### src/rtl/adder_result_buffer.sv
// -----------------------------------------------------------------------------
// adder_result_buffer
//   Downstream stage of the 8-bit pipelined adder. Each valid {cout,sum} result
//   is captured into a circular FIFO and handed to the consumer over a
//   valid/ready handshake. The block keeps a running modular total of consumed
//   results and a count of them. It also asks the adder to pause early enough
//   that results already in flight still fit.
//
// Ports
//   clk, rst          rising-edge clock, synchronous active-high reset
//   in_valid          in_sum/in_cout carry a real adder result this cycle
//   in_sum, in_cout   adder result
//   flush_signal      discard every buffered result (and any concurrent input)
//   out_ready         consumer accepts out_data this cycle
//   out_valid         out_data holds the FIFO head
//   out_data          {cout,sum} at the FIFO head
//   pause_signal      stall request to the adder (count >= DEPTH-SKID)
//   full              count == DEPTH
//   overflow          sticky: a result arrived while full with no pop
//   acc_total         running sum of popped out_data, modulo 2^ACC_W
//   acc_count         number of popped results, modulo 2^ACC_W
//
// Handshake: a transfer happens on a rising edge where out_valid && out_ready;
// out_valid does not depend on out_ready, and out_data is stable while
// out_valid is high and no transfer has happened.
// -----------------------------------------------------------------------------
module adder_result_buffer #(
  parameter int DEPTH = 8,
  parameter int SKID  = 4,
  parameter int ACC_W = 16
) (
  input  logic             clk,
  input  logic             rst,
  input  logic             in_valid,
  input  logic [7:0]       in_sum,
  input  logic             in_cout,
  input  logic             flush_signal,
  input  logic             out_ready,
  output logic             out_valid,
  output logic [8:0]       out_data,
  output logic             pause_signal,
  output logic             full,
  output logic             overflow,
  output logic [ACC_W-1:0] acc_total,
  output logic [ACC_W-1:0] acc_count
);

  localparam int AW = $clog2(DEPTH);
  localparam logic [AW:0] FULL_CNT  = (AW+1)'(DEPTH);
  localparam logic [AW:0] PAUSE_CNT = (AW+1)'(DEPTH - SKID);

  logic [8:0]    mem [DEPTH];
  logic [AW-1:0] rd_ptr;
  logic [AW-1:0] wr_ptr;
  logic [AW:0]   count;
  logic          push;
  logic          pop;

  // Status outputs come from the registered count only. They are forced low
  // while rst is high so the reset cycle itself shows an idle buffer.
  assign out_valid    = (count != '0) & ~flush_signal & ~rst;
  assign out_data     = mem[rd_ptr];
  assign full         = (count == FULL_CNT) & ~rst;
  assign pause_signal = (count >= PAUSE_CNT) & ~rst;

  assign pop  = out_valid & out_ready;
  // When full, a concurrent pop frees the head slot. That slot is the one
  // wr_ptr points at, so it is refilled in the same cycle.
  assign push = in_valid & ~flush_signal & ~rst & ((count != FULL_CNT) | pop);

  // Storage is not reset; validity is carried entirely by count/pointers.
  always_ff @(posedge clk) begin
    if (push) mem[wr_ptr] <= {in_cout, in_sum};
  end

  always_ff @(posedge clk) begin
    if (rst) begin
      rd_ptr    <= '0;
      wr_ptr    <= '0;
      count     <= '0;
      overflow  <= 1'b0;
      acc_total <= '0;
      acc_count <= '0;
    end else if (flush_signal) begin
      // Flush wins over push and pop; the accumulators and overflow are kept.
      rd_ptr <= '0;
      wr_ptr <= '0;
      count  <= '0;
    end else begin
      if (push) wr_ptr <= wr_ptr + 1'b1;
      if (pop)  rd_ptr <= rd_ptr + 1'b1;
      case ({push, pop})
        2'b10:   count <= count + 1'b1;
        2'b01:   count <= count - 1'b1;
        default: count <= count;
      endcase
      // Outside reset and flush, a rejected in_valid means full with no pop.
      if (in_valid & ~push) overflow <= 1'b1;
      if (pop) begin
        acc_total <= acc_total + ACC_W'(out_data);
        acc_count <= acc_count + 1'b1;
      end
    end
  end

endmodule
### config.mk
export PLATFORM = sky130hd
export DESIGN_NAME = adder_result_buffer
export DESIGN_NICKNAME = d
export VERILOG_FILES = /design/src/rtl/adder_result_buffer.sv
export SDC_FILE = /design/constraint.sdc
export NUM_CORES = 1
export LEC_CHECK = 0
export CELL_PAD_IN_SITES_DETAIL_PLACEMENT = 0
export CELL_PAD_IN_SITES_GLOBAL_PLACEMENT = 1
export CORE_MARGIN = 1.5
export CORE_UTILIZATION = 40
export CTS_CLUSTER_DIAMETER = 80
export CTS_CLUSTER_SIZE = 30
export DETAILED_ROUTE_END_ITERATION = 10
export HOLD_SLACK_MARGIN = 0.12
export PLACE_DENSITY = 0.74
export SETUP_SLACK_MARGIN = 0.5
export SLEW_MARGIN = 40
export SYNTH_ARGS = -nofsm -noshare
export SYNTH_HDL_FRONTEND = slang
export SYNTH_SLANG_ARGS = --single-unit
### constraint.sdc
create_clock -name clk -period 4.7 [get_ports clk]
set_clock_uncertainty 0.05 [all_clocks]
set_input_delay 0.94 -clock clk [delete_from_list [all_inputs] [get_ports clk]]
set_output_delay 0.94 -clock clk [all_outputs]
set_load 0.05 [all_outputs]
After elaboration in Yosys (flattened, before gate mapping)
Memory sizes are Yosys's and may differ from the RTL's. A register that Yosys moved wholly into a read port is not among the register bits.
Cells that the tools add are included.
{"block": "op_classes", "add_sub_neg": 6, "mul": 0, "div": 0, "order_cmp": 1, "n_eq_ne": 4, "shift": 0, "n_mux": 5, "n_bitwise": 13, "n_reduce_logical": 5}
{"operator": "$add A16 B1 Y16 const B", "count": 1}
{"operator": "$add A16 B9 Y16", "count": 1}
{"operator": "$and A1 B1 Y1", "count": 9}
{"operator": "$pmux W4 S2", "count": 1}
{"operator": "$add A3 B1 Y3 const B", "count": 2}
{"operator": "$mux W3", "count": 2}
{"operator": "$add A4 B1 Y4 const B", "count": 1}
{"operator": "$eq A4 B4 Y1 const B", "count": 1}
{"operator": "$ge A4 B3 Y1 const B", "count": 1}
{"operator": "$ne A4 B4 Y1 const B", "count": 1}
{"operator": "$reduce_and A2 Y1", "count": 2}
{"operator": "$reduce_bool A4 Y1", "count": 1}
{"operator": "$sub A4 B1 Y4 const B", "count": 1}
{"operator": "$not A1 Y1", "count": 3}
{"operator": "$eq A2 B1 Y1 const B", "count": 1}
{"operator": "$eq A2 B2 Y1 const B", "count": 1}
{"operator": "$mux W1", "count": 2}
{"operator": "$reduce_bool A2 Y1", "count": 1}
{"operator": "$reduce_or A2 Y1", "count": 1}
{"operator": "$or A1 B1 Y1", "count": 1}
{"block": "totals", "ff_bits": 43, "latch_bits": 0, "ram_bits": 72, "mem_bits_ro": 0, "in_bits": 14, "out_inout_bits": 45, "word_cells": 41, "n_memories": 1}
{"memory": "mem", "words": 8, "width": 9, "rd": 1, "rd_ports_with_merged_regs": 1, "write_ports": 1, "line": "52", "rtl": "logic [8:0] mem [DEPTH];"}

Longest topological paths before layout
{"block": "logic_depth", "word_depth": 9, "depth_mapped": 12}

Worst setup path before layout
No wires, ideal clock.
{"block": "synth_path", "path_type": "register to register", "from": "register with a tool-made name", "to": "register acc_total[13]", "t_arrival_ps": 3393, "setup_slack_ps": 1187, "path_stages_with_launch": 12, "period_less_slack_ps": 3513, "cell_sequence": "dfxtp_1 > buf_2 > buf_2 > mux4_2 > mux2i_1 > inv_1 > ha_1 > a211oi_1 > o211ai_1 > a41oi_1 > or4_1 > a21oi_1"}
{"item": "to (signal assigned)", "line": "100", "rtl": "acc_total <= acc_total + ACC_W'(out_data);"}
{"item": "to (decl)", "line": "44", "rtl": "output logic [ACC_W-1:0] acc_total,"}

==> key figures <==
Outcome
  – Outcome: completed

Placement
  – Place WS: 617 ps
  – Post-DP HPWL: 6.92 mm
  – Gpl congestion: 0.785
  – Area after DPL: 5960 µm²
  – Port buffer count: 58

Hold path
  – Hold Path Class: flop to flop
  – Hold Path Depth: 2

Floorplanning
  – Die ar.: 13500 µm²
  – Num rows: 41
  – Core area: 12600 µm²
  – IO Pins: 59
  – Die Y: 116 µm
  – Die width: 116 µm
  – Initial core utilization: 40.8%

Worst setup path
  – CP max stage delay: 740 ps
  – Worst Path Required: 3710 ps
  – Worst endpoint data arrival time: 2770 ps
  – Critical-path top delay cell: clkdlybuf4s50_1
  – CP Max Fanout: 18
  – Kind of end point of the critical path: primary output
  – Critical path class: flop to primary output
  – Crit-path cells: buf_4 -> mux4_2 -> mux2i_1 -> inv_1 -> clkdlybuf4s50_1
  – Critical Path Start Type: flop
  – Crit path depth: 5
  – Delay-heaviest family, CP: buffers and inverters
  – FF-to-FF path depth: 9
  – WP buf/inv: 3

Clock tree
  – Post-CTS Setup Inserts: 0
  – Cts-stage hold buffer count: 0
  – Resize count post-CTS: 0
  – Clock sink count: 118
  – Clock Path Buffers: 2
  – CTS tree: yes
  – Cts bufs inserted: 17
  – Worst-Skew Late Latency: 400 ps
  – Clock slew at the register clock pins of the worst setup and hold paths: 50 ps
  – # H-tree levels: 4
  – Root buffer cell: clkbuf_16

Logic synthesis
  – FFs w/ async S/R, synth: 0%
  – Ys Warns: 0
  – Synth Instances: 395
  – Register area share after synthesis: 60.2%
  – Distinct cell type count after synthesis: 47
  – Main flop type after synthesis: edfxtp_1
  – Post-synth EDFFs: 72
  – Syn nets: 425
  – Avg Synthesized Cell Area: 13.0 µm²
  – #FFs+latches synth: 118
  – Mapped cell area: 5120 µm²

STA
  – Final setup vio count: 0
  – Setup TNS: 0 ps
  – FMAX: 0.266 GHz
  – Worst Tran Pin Value: 832 ps
  – Final Slew Violations: 0
  – Minimum clock period: 3760 ps
  – RSZ-0062 raised after global routing: no
  – Setup WS post-layout: 938 ps
  – Worst hold slack: 409 ps
  – Fin crit share: 80.0%
  – Slew headroom: 43.8%
  – Final Hold Vio Count: 0

Detailed routing
  – Drt pass-1 iters: 4
  – Drt total wl: 10.6 mm
  – Via density: 5.08
  – Starting DRC count in detailed routing: 161
  – Vias: 3321
  – Post-route ant nets: 0
  – DRC Markers: 0
  – WL per Instance: 16.2 µm

Global routing
  – Largest net degree at the start of global routing: 38
  – Initial antenna violation count: 0
  – Global-route wire length before repair: 16.8 mm
  – Overflow left after global routing: 0
  – Vias in the first global route: 3279
  – Total track usage: 16.9%

Power
  – Leak: 2.20 nW
  – Worst ir drop on vdd: 0.000232 V
  – Pwr Density: 380 nW/µm²

Layout
  – Most frequent cells in the layout: edfxtp_1, clkdlybuf4s50_1, dfxtp_1, nor2_1, nand2_1
  – Multi-input logic area: 1960 µm²
  – Most common cell after layout, fill and taps aside: edfxtp_1
  – Area growth syn-to-layout: 27.5%
  – # diodes: 0
  – Share of layout cells above drive strength 1: 16.0%
  – Reg area: 3080 µm²
  – Nets: 499
  – Fin area: 6530 µm²
  – # fillers: 1068

Flow run
  – Max Cap Viol: 0
## report_power, final
group | leakage, nW | internal, mW | switching (mW)
clock network | 0.275 | 0.777 | 0.459
logic | 0.909 | 0.0552 | 0.0829
registers | 1.02 | 1.10 | 0.00593
## final cells by class
class                      count  area share (%)
clock buffer                  19            6.63
clock inverter                13            2.05
inverter                       9           0.517
multi-input combinational    254            30.0
sequential                   118            47.2
tap                          172            3.30
timing repair buffer          69            10.3
## Yosys cell counts, types with 2 or more instances
| cell type | instances | area share [%] |
|---|---|---|
| nor3_1 | 6 | 0.59 |
| xnor2_1 | 10 | 1.7 |
| or3b_2 | 2 | 0.34 |
| dfxtp_1 | 46 | 18 |
| a21o_1 | 5 | 0.73 |
| fa_1 | 2 | 0.78 |
| or3_1 | 8 | 0.98 |
| inv_1 | 9 | 0.66 |
| and3_1 | 3 | 0.37 |
| a211oi_1 | 6 | 0.88 |
| buf_2 | 2 | 0.20 |
| nand3b_1 | 2 | 0.29 |
| a21oi_1 | 21 | 2.1 |
| nand4_1 | 2 | 0.24 |
| edfxtp_1 | 72 | 42 |
| clkbuf_1 | 11 | 0.81 |
| mux2_2 | 8 | 1.8 |
| nor2b_1 | 2 | 0.24 |
| o21ai_0 | 9 | 0.88 |
| nand3_1 | 10 | 0.98 |
| nor4_1 | 3 | 0.37 |
| nand2_1 | 28 | 2.1 |
| a31oi_1 | 3 | 0.37 |
| o211ai_1 | 5 | 0.73 |
| xor2_1 | 16 | 2.7 |
| ha_1 | 14 | 3.4 |
| nand2b_1 | 8 | 0.98 |
| mux2i_1 | 3 | 0.59 |
| o31ai_1 | 2 | 0.29 |
| mux4_2 | 18 | 7.9 |
| nor2_1 | 41 | 3.0 |
| or4_1 | 3 | 0.44 |
## sequential cells by signal (all words and copies together), names as in the netlist, named ones only
name,flops
mem,72
rd_ptr,3
wr_ptr,3
overflow,1
acc_total,16
count,4
acc_count,16
## kinds of logic (layout without fill, tap and decap cells)
family                   after synthesis  count (layout)  share of synthesized area [%]
AO/OA/AOI/OAI                         57              57                           6.89
XOR/XNOR                              26              26                           4.44
adder cells (fa/ha/maj)               16              16                           4.20
buffers and inverters                 23             110                           1.73
flip-flops                           118             118                           60.2
multiplexers                          29              29                           10.3
AND/OR/NAND/NOR                      126             126                           12.3
## worst reg2reg max path, stage by stage (launching register included)
cell      delay (ps)
dfxtp_1          310
buf_4            340
mux4_2           570
mux2_2           310
ha_1             370
o211ai_1         130
o211ai_1         270
a41oi_1          310
or4_1            540
a21oi_1          150
## final timing paths
check / start / end / slack (ps)
min: overflow / overflow / 410
max reg2reg: flop / acc_total[13] / 1280
max: flop / out_data[1] / 940
min reg2reg: overflow / overflow / 410
## metal layers
metal	part of all wire (%)	routed length [µm]	global-route usage, %
met4	1.4	144	6.91
met2	48	5070	26.8
met3	4.2	448	5.03
met1	47	4940	21.9
met5	0	0	0
## stage by stage
stage                     util (%)  total power [mW]  instances
after CTS                     51.9              2.51        654
after global routing          52.0              2.57        654
after floorplan                  -              1.22        395
after global placement        47.4              1.27        622
final                         52.0              2.49        654
after detailed placement      47.4              1.27        622
No activity file was read; power rests on OpenSTA's default activity.
